**config.mk**
```make
export PLATFORM = sky130hd
export DESIGN_NAME = parity_frame_tx
export DESIGN_NICKNAME = d
export VERILOG_FILES = /design/src/rtl/parity_pkg.sv /design/src/rtl/byte_parity_count.sv /design/src/rtl/parity_frame_tx.sv
export SDC_FILE = /design/constraint.sdc
export NUM_CORES = 1
export LEC_CHECK = 0
export CAP_MARGIN = 20
export CORE_MARGIN = 2
export CORE_UTILIZATION = 48
export CTS_BUF_LIST = sky130_fd_sc_hd__clkbuf_16
export CTS_CLUSTER_SIZE = 10
export DETAILED_ROUTE_END_ITERATION = 8
export PLACE_DENSITY = 0.78
export SYNTH_ARGS = -nofsm -noshare
export SYNTH_HDL_FRONTEND = slang
export SYNTH_SLANG_ARGS = --single-unit
export TNS_END_PERCENT = 50
```
**constraint.sdc**
```tcl
create_clock -name clk -period 1.5 [get_ports clk]
set_input_delay 0.3 -clock clk [delete_from_list [all_inputs] [get_ports clk]]
set_output_delay 0.3 -clock clk [all_outputs]
set_load 0.03 [all_outputs]
```
**src/rtl/parity_pkg.sv**
```systemverilog
// Shared types and constants for the parity frame transmitter.
package parity_pkg;

    localparam int unsigned FRAME_DATA_BITS = 8;
    localparam int unsigned FRAME_BITS      = 11;
    localparam int unsigned COUNT_W         = 4;

    localparam logic IDLE_LEVEL = 1'b1;

    typedef enum logic [2:0] {
        IDLE,
        START,
        DATA,
        PARITY,
        STOP
    } state_t;

endpackage

```
**src/rtl/byte_parity_count.sv**
```systemverilog
// Combinational ones counter and even-ones parity for one data byte.
module byte_parity_count
    import parity_pkg::*;
(
    input  logic [FRAME_DATA_BITS-1:0] data,
    output logic [COUNT_W-1:0]         count,
    output logic                       parity
);

    always_comb begin
        count = '0;
        for (int i = 0; i < int'(FRAME_DATA_BITS); i++) begin
            count = count + COUNT_W'(data[i]);
        end
        // 1 when the byte holds an even number of ones
        parity = ~^data;
    end

endmodule

```
**src/rtl/parity_frame_tx.sv**
```systemverilog
// Serial transmitter: start, 8 data bits LSB-first, even-ones parity, stop.
module parity_frame_tx #(
    parameter int unsigned CLKS_PER_BIT = 4
) (
    input  logic       clk,
    input  logic       rst_n,
    input  logic [7:0] data_in,
    input  logic       valid_in,
    output logic       ready_out,
    output logic       tx_out,
    output logic       busy,
    output logic       parity_out,
    output logic [3:0] ones_count,
    output logic       frame_done
);

    import parity_pkg::*;

    localparam int unsigned DIV_W = (CLKS_PER_BIT > 1) ? $clog2(CLKS_PER_BIT) : 1;
    localparam int unsigned BIT_W = $clog2(FRAME_DATA_BITS);

    localparam logic [DIV_W-1:0] DIV_LAST = DIV_W'(CLKS_PER_BIT - 1);
    localparam logic [BIT_W-1:0] BIT_LAST = BIT_W'(FRAME_DATA_BITS - 1);

    state_t                       state;
    state_t                       state_nxt;
    logic [DIV_W-1:0]             div_cnt;
    logic [DIV_W-1:0]             div_nxt;
    logic [BIT_W-1:0]             bit_cnt;
    logic [BIT_W-1:0]             bit_nxt;
    logic [FRAME_DATA_BITS-1:0]   shift;
    logic [FRAME_DATA_BITS-1:0]   shift_nxt;
    logic                         parity_nxt;
    logic [COUNT_W-1:0]           count_nxt;
    logic                         tx_nxt;
    logic                         frame_done_nxt;
    logic                         last_tick;
    logic [COUNT_W-1:0]           calc_count;
    logic                         calc_parity;

    byte_parity_count u_count (
        .data   (data_in),
        .count  (calc_count),
        .parity (calc_parity)
    );

    // State, datapath and output registers
    always_ff @(posedge clk or negedge rst_n) begin
        if (!rst_n) begin
            state      <= IDLE;
            div_cnt    <= '0;
            bit_cnt    <= '0;
            shift      <= '0;
            parity_out <= 1'b0;
            ones_count <= '0;
            tx_out     <= IDLE_LEVEL;
            busy       <= 1'b0;
            ready_out  <= 1'b1;
            frame_done <= 1'b0;
        end else begin
            state      <= state_nxt;
            div_cnt    <= div_nxt;
            bit_cnt    <= bit_nxt;
            shift      <= shift_nxt;
            parity_out <= parity_nxt;
            ones_count <= count_nxt;
            tx_out     <= tx_nxt;
            busy       <= (state_nxt != IDLE);
            ready_out  <= (state_nxt == IDLE);
            frame_done <= frame_done_nxt;
        end
    end

    // Next-state, divider, bit counter and shifter
    always_comb begin
        state_nxt      = state;
        div_nxt        = div_cnt;
        bit_nxt        = bit_cnt;
        shift_nxt      = shift;
        parity_nxt     = parity_out;
        count_nxt      = ones_count;
        tx_nxt         = IDLE_LEVEL;
        frame_done_nxt = 1'b0;
        last_tick      = (div_cnt == DIV_LAST);

        unique case (state)
            IDLE: begin
                div_nxt = '0;
                bit_nxt = '0;
                if (valid_in) begin
                    shift_nxt  = data_in;
                    parity_nxt = calc_parity;
                    count_nxt  = calc_count;
                    state_nxt  = START;
                end
            end
            START: begin
                if (last_tick) begin
                    div_nxt   = '0;
                    bit_nxt   = '0;
                    state_nxt = DATA;
                end else begin
                    div_nxt = div_cnt + DIV_W'(1);
                end
            end
            DATA: begin
                if (last_tick) begin
                    div_nxt   = '0;
                    shift_nxt = shift >> 1;
                    if (bit_cnt == BIT_LAST) begin
                        bit_nxt   = '0;
                        state_nxt = PARITY;
                    end else begin
                        bit_nxt = bit_cnt + BIT_W'(1);
                    end
                end else begin
                    div_nxt = div_cnt + DIV_W'(1);
                end
            end
            PARITY: begin
                if (last_tick) begin
                    div_nxt   = '0;
                    state_nxt = STOP;
                end else begin
                    div_nxt = div_cnt + DIV_W'(1);
                end
            end
            STOP: begin
                if (last_tick) begin
                    div_nxt   = '0;
                    state_nxt = IDLE;
                end else begin
                    div_nxt = div_cnt + DIV_W'(1);
                end
            end
            default: begin
                state_nxt = IDLE;
                div_nxt   = '0;
                bit_nxt   = '0;
            end
        endcase

        // Outputs are decoded from the upcoming state so they align with it
        unique case (state_nxt)
            IDLE:    tx_nxt = IDLE_LEVEL;
            START:   tx_nxt = 1'b0;
            DATA:    tx_nxt = shift_nxt[0];
            PARITY:  tx_nxt = parity_nxt;
            STOP:    tx_nxt = 1'b1;
            default: tx_nxt = IDLE_LEVEL;
        endcase

        frame_done_nxt = (state_nxt == STOP) && (div_nxt == DIV_LAST);
    end

endmodule

```
==> flow_summary.ini <==
[routing]
route.met2.wl_um = 1720
avgViaCountPerCell = 5.34
first_iter_violations = 34
vias = 1154
wire_per_inst_um = 14.6
dr.max_layer_used = met4
drc_errors = 0
routed_wl_um = 3160
firstDrtPassIters = 4
drt-met1-wl_um = 1270
wl_met3_um = 105
postRouteAntennaNets = 0

[yosys]
syn_area_per_cell_um2 = 10.3
synthSimpleGateAreaFrac = 0.138
yosysSeqAreaShare = 0.442
ys_seq_elements = 25
synth_compound_area_frac = 0.170
syn_nets = 159
synth.area.mux_share = 0.00793
synth_xor_area_frac = 0.0493
synth_top_flop_cell = dfrtp_1
synth_fa_ha_area_frac = 0.109
ys_async_sr_fraction = 1.00
synth_edf_count = 0
netlist_area_mm2 = 0.00142
synth_cells = 138
yosysWarnings = 0
synth_top_family_by_area = compound AO/OA/AOI/OAI gates
ys_types = 39

[outcome]
violations = negative setup slack
status = finished with violations

[placement]
placed_cell_area_mm2 = 0.00179
place_inst = 206
pre_cts_ws_ps = -1690
gp_routability_congestion = 0.814
place.detailed.hpwl_um = 2300
port_buffers = 19

[die]
row_count = 19
io_pins = 20
fp.dieH_um = 58.4
die_area_mm2 = 0.00341
core_area_mm2 = 0.00278
start_util = 0.511
die_w_um = 58.4

[timing]
finalSetupViolCount = 6
rsz0062_at_grt = yes
min_period_ps = 2440
fin_ws_ps = -940
maxSlewViolCount = 0
finalCritPeriodShare = 1.63
skew_ps = 1.48
tightest_slew_ps = 312
max_freq_ghz = 0.410
hold_viol = 0
slew_headroom = 0.792

[setup_path]
cp-start-kind = input pin
worstPathCellList = buf_8, ha_4, inv_2, fa_1, fa_1, inv_1, fa_2, inv_2, fa_1, o21ai_1
crit_slowest_cell = fa_1
cpPeakStageDelay_ps = 510
setup.worst_path.class = input pin to register
critical-path-top-delay-family = adder cells
reg2regPathDepth = 6
cp.depth = 10
path_buf_inv = 4
path_max_fanout = 2
cp.required_ps = 1690
cp_common_cell = fa_1
worstPathArrival_ps = 2630
end_kind = register

[cells_and_area]
antenna_cells = 0
syn_to_final_growth_pct = 40.9
final_nets = 207
final.fill_count = 209
finish.instance_area_mm2 = 0.00200
final_cell_count_no_fill = 216
drive_above_1_share = 0.378

[power_and_ir_drop]
power.share.clock = 0.169
power.switching_uw = 1380
power_switching_share = 0.391
pwr-share-seq = 0.341
power.internal_uw = 2140
p_per_area_mw_per_mm2 = 1760
combPwrFrac = 0.490
ir_worst_vdd_v = 0.00147
power.leakage_uw = 0.000936

[clock_tree]
cts_tree = yes
clock_sinks = 25
hold_buffers = 0
htreeDepth = 1
clockRootBuffer = clkbuf_16
numCtsBuffers = 3
clockBufferDepth = 2
clk_latency_ps = 260
clk_pin_slew_ps = 60

[global_route]
overflow = 0
grt_pass1_wl_um = 5600
groute.usage.overall = 0.219
grt_pass1_vias = 1272
antenna_found_initial = 0
grt_max_degree = 26

[flow_run]
drv_cap = 0

[hold_path]
min_path_type = input pin to register
min_delay_path_depth = 3
[worst paths after layout]
check	startpoint	endpoint	slack [ps]
max	data_in[0]	ones_count[1]$_DFFE_PN0P_	-940
min	data_in[1]	shift[1]$_DFFE_PN0P_	300
max reg2reg	bit_cnt[1]$_DFFE_PN0P_	busy$_DFF_PN0_	-110
min reg2reg	ones_count[0]$_DFFE_PN0P_	ones_count[0]$_DFFE_PN0P_	470
max in group asynchronous	rst_n	tx_out$_DFF_PN1_	820
min in group asynchronous	rst_n	bit_cnt[0]$_DFFE_PN0P_	400
[sequential cells by signal, indices dropped and copies added, names as in the netlist]
register    flops
shift           8
ones_count      4
bit_cnt         3
state           3
div_cnt         2
busy            1
frame_done      1
parity_out      1
ready_out       1
tx_out          1
[worst reg2reg max path, stage by stage (launching register included)]
cell and delay, ps:
dfrtp_1 390, ha_2 190, ha_4 150, and3_4 150, o31ai_4 230, inv_2 60
or3_1 310
[power by group through the flow]
stage / Sequential (µW) / Combinational, µW / Clock, µW
after global placement: 1150 / 1510 / 0
after global routing: 1230 / 1890 / 623
final: 1200 / 1720 / 594
after floorplan: 1270 / 918 / 0
after CTS: 1160 / 1630 / 596
after detailed placement: 1160 / 1580 / 0
[logic make-up after synthesis]
logic type	Yosys count
multiplexers	1
AND/OR/NAND/NOR	36
AO/OA/AOI/OAI	34
XOR/XNOR	8
flip-flops	25
adder cells (fa/ha/maj)	10
buffers and inverters	24
[per-stage QoR]
| stage | setup TNS, ps | total power [µW] | util | hold slack [ps] |
|---|---|---|---|---|
| finish | -3540 | 3510 | 0.719 | 300 |
| global route | -4080 | 3750 | 0.719 | 327 |
| CTS | -3570 | 3390 | 0.695 | 303 |
| detailed placement | -7820 | 2740 | 0.642 | 460 |
| global placement | -7080 | 2660 | 0.642 | 436 |
| floorplan | -3860 | 2190 | - | 4.41 |
[metal layers]
layer  vias to the layer above  global-route usage
met2                        25               0.401
met1                       563               0.259
met3                         7              0.0264
met5                         -                   0
met4                         0              0.0897
li1                        559                   -
[layout by cell type, fill, tap and decap left out, drive strengths merged, types with 4 or more instances in the layout]
cell	n
fa	4
clkdlybuf4s50	6
a22oi	8
dfrtp	23
o21ai	14
inv	19
xnor2	5
a21oi	5
nand2	13
ha	6
nor2	8
dlygate4sd2	9
buf	33
[synth_stat cells, types with 2 or more instances]
| master | number | share of area |
|---|---|---|
| nand2_1 | 12 | 0.032 |
| inv_1 | 17 | 0.045 |
| ha_1 | 6 | 0.053 |
| nor2_1 | 6 | 0.016 |
| inv_2 | 2 | 0.0053 |
| nor2_2 | 2 | 0.0088 |
| a21oi_1 | 4 | 0.014 |
| fa_1 | 4 | 0.056 |
| nand3_1 | 3 | 0.011 |
| nor3_1 | 2 | 0.0070 |
| dfstp_2 | 2 | 0.037 |
| a22oi_1 | 8 | 0.042 |
| a22o_1 | 2 | 0.012 |
| o21ai_0 | 9 | 0.032 |
| o21ai_1 | 5 | 0.018 |
| xor2_1 | 3 | 0.019 |
| buf_6 | 3 | 0.024 |
| dfrtp_1 | 23 | 0.41 |
| xnor2_1 | 5 | 0.031 |
[layout make-up]
class	count	area, µm²	area share
Multi-Input combinational cell	89	782	0.391
Sequential cell	25	631	0.315
Timing Repair Buffer	48	398	0.199
Clock buffer	3	75.1	0.0375
Inverter	19	71.3	0.0356
Tap cell	31	38.8	0.0194
Clock inverter	1	5.00	0.00250
[timing repair]
action | CTS | global route
gates cloned | 0 | 0
hold endpoints to repair | 0 | 0
endpoints found under the setup margin | 25 | 18
setup buffers | 4 | 2
gates resized for setup | 35 | 10
pin swaps | 7 | 3
Note: power is estimated with default switching activity, not from simulation.
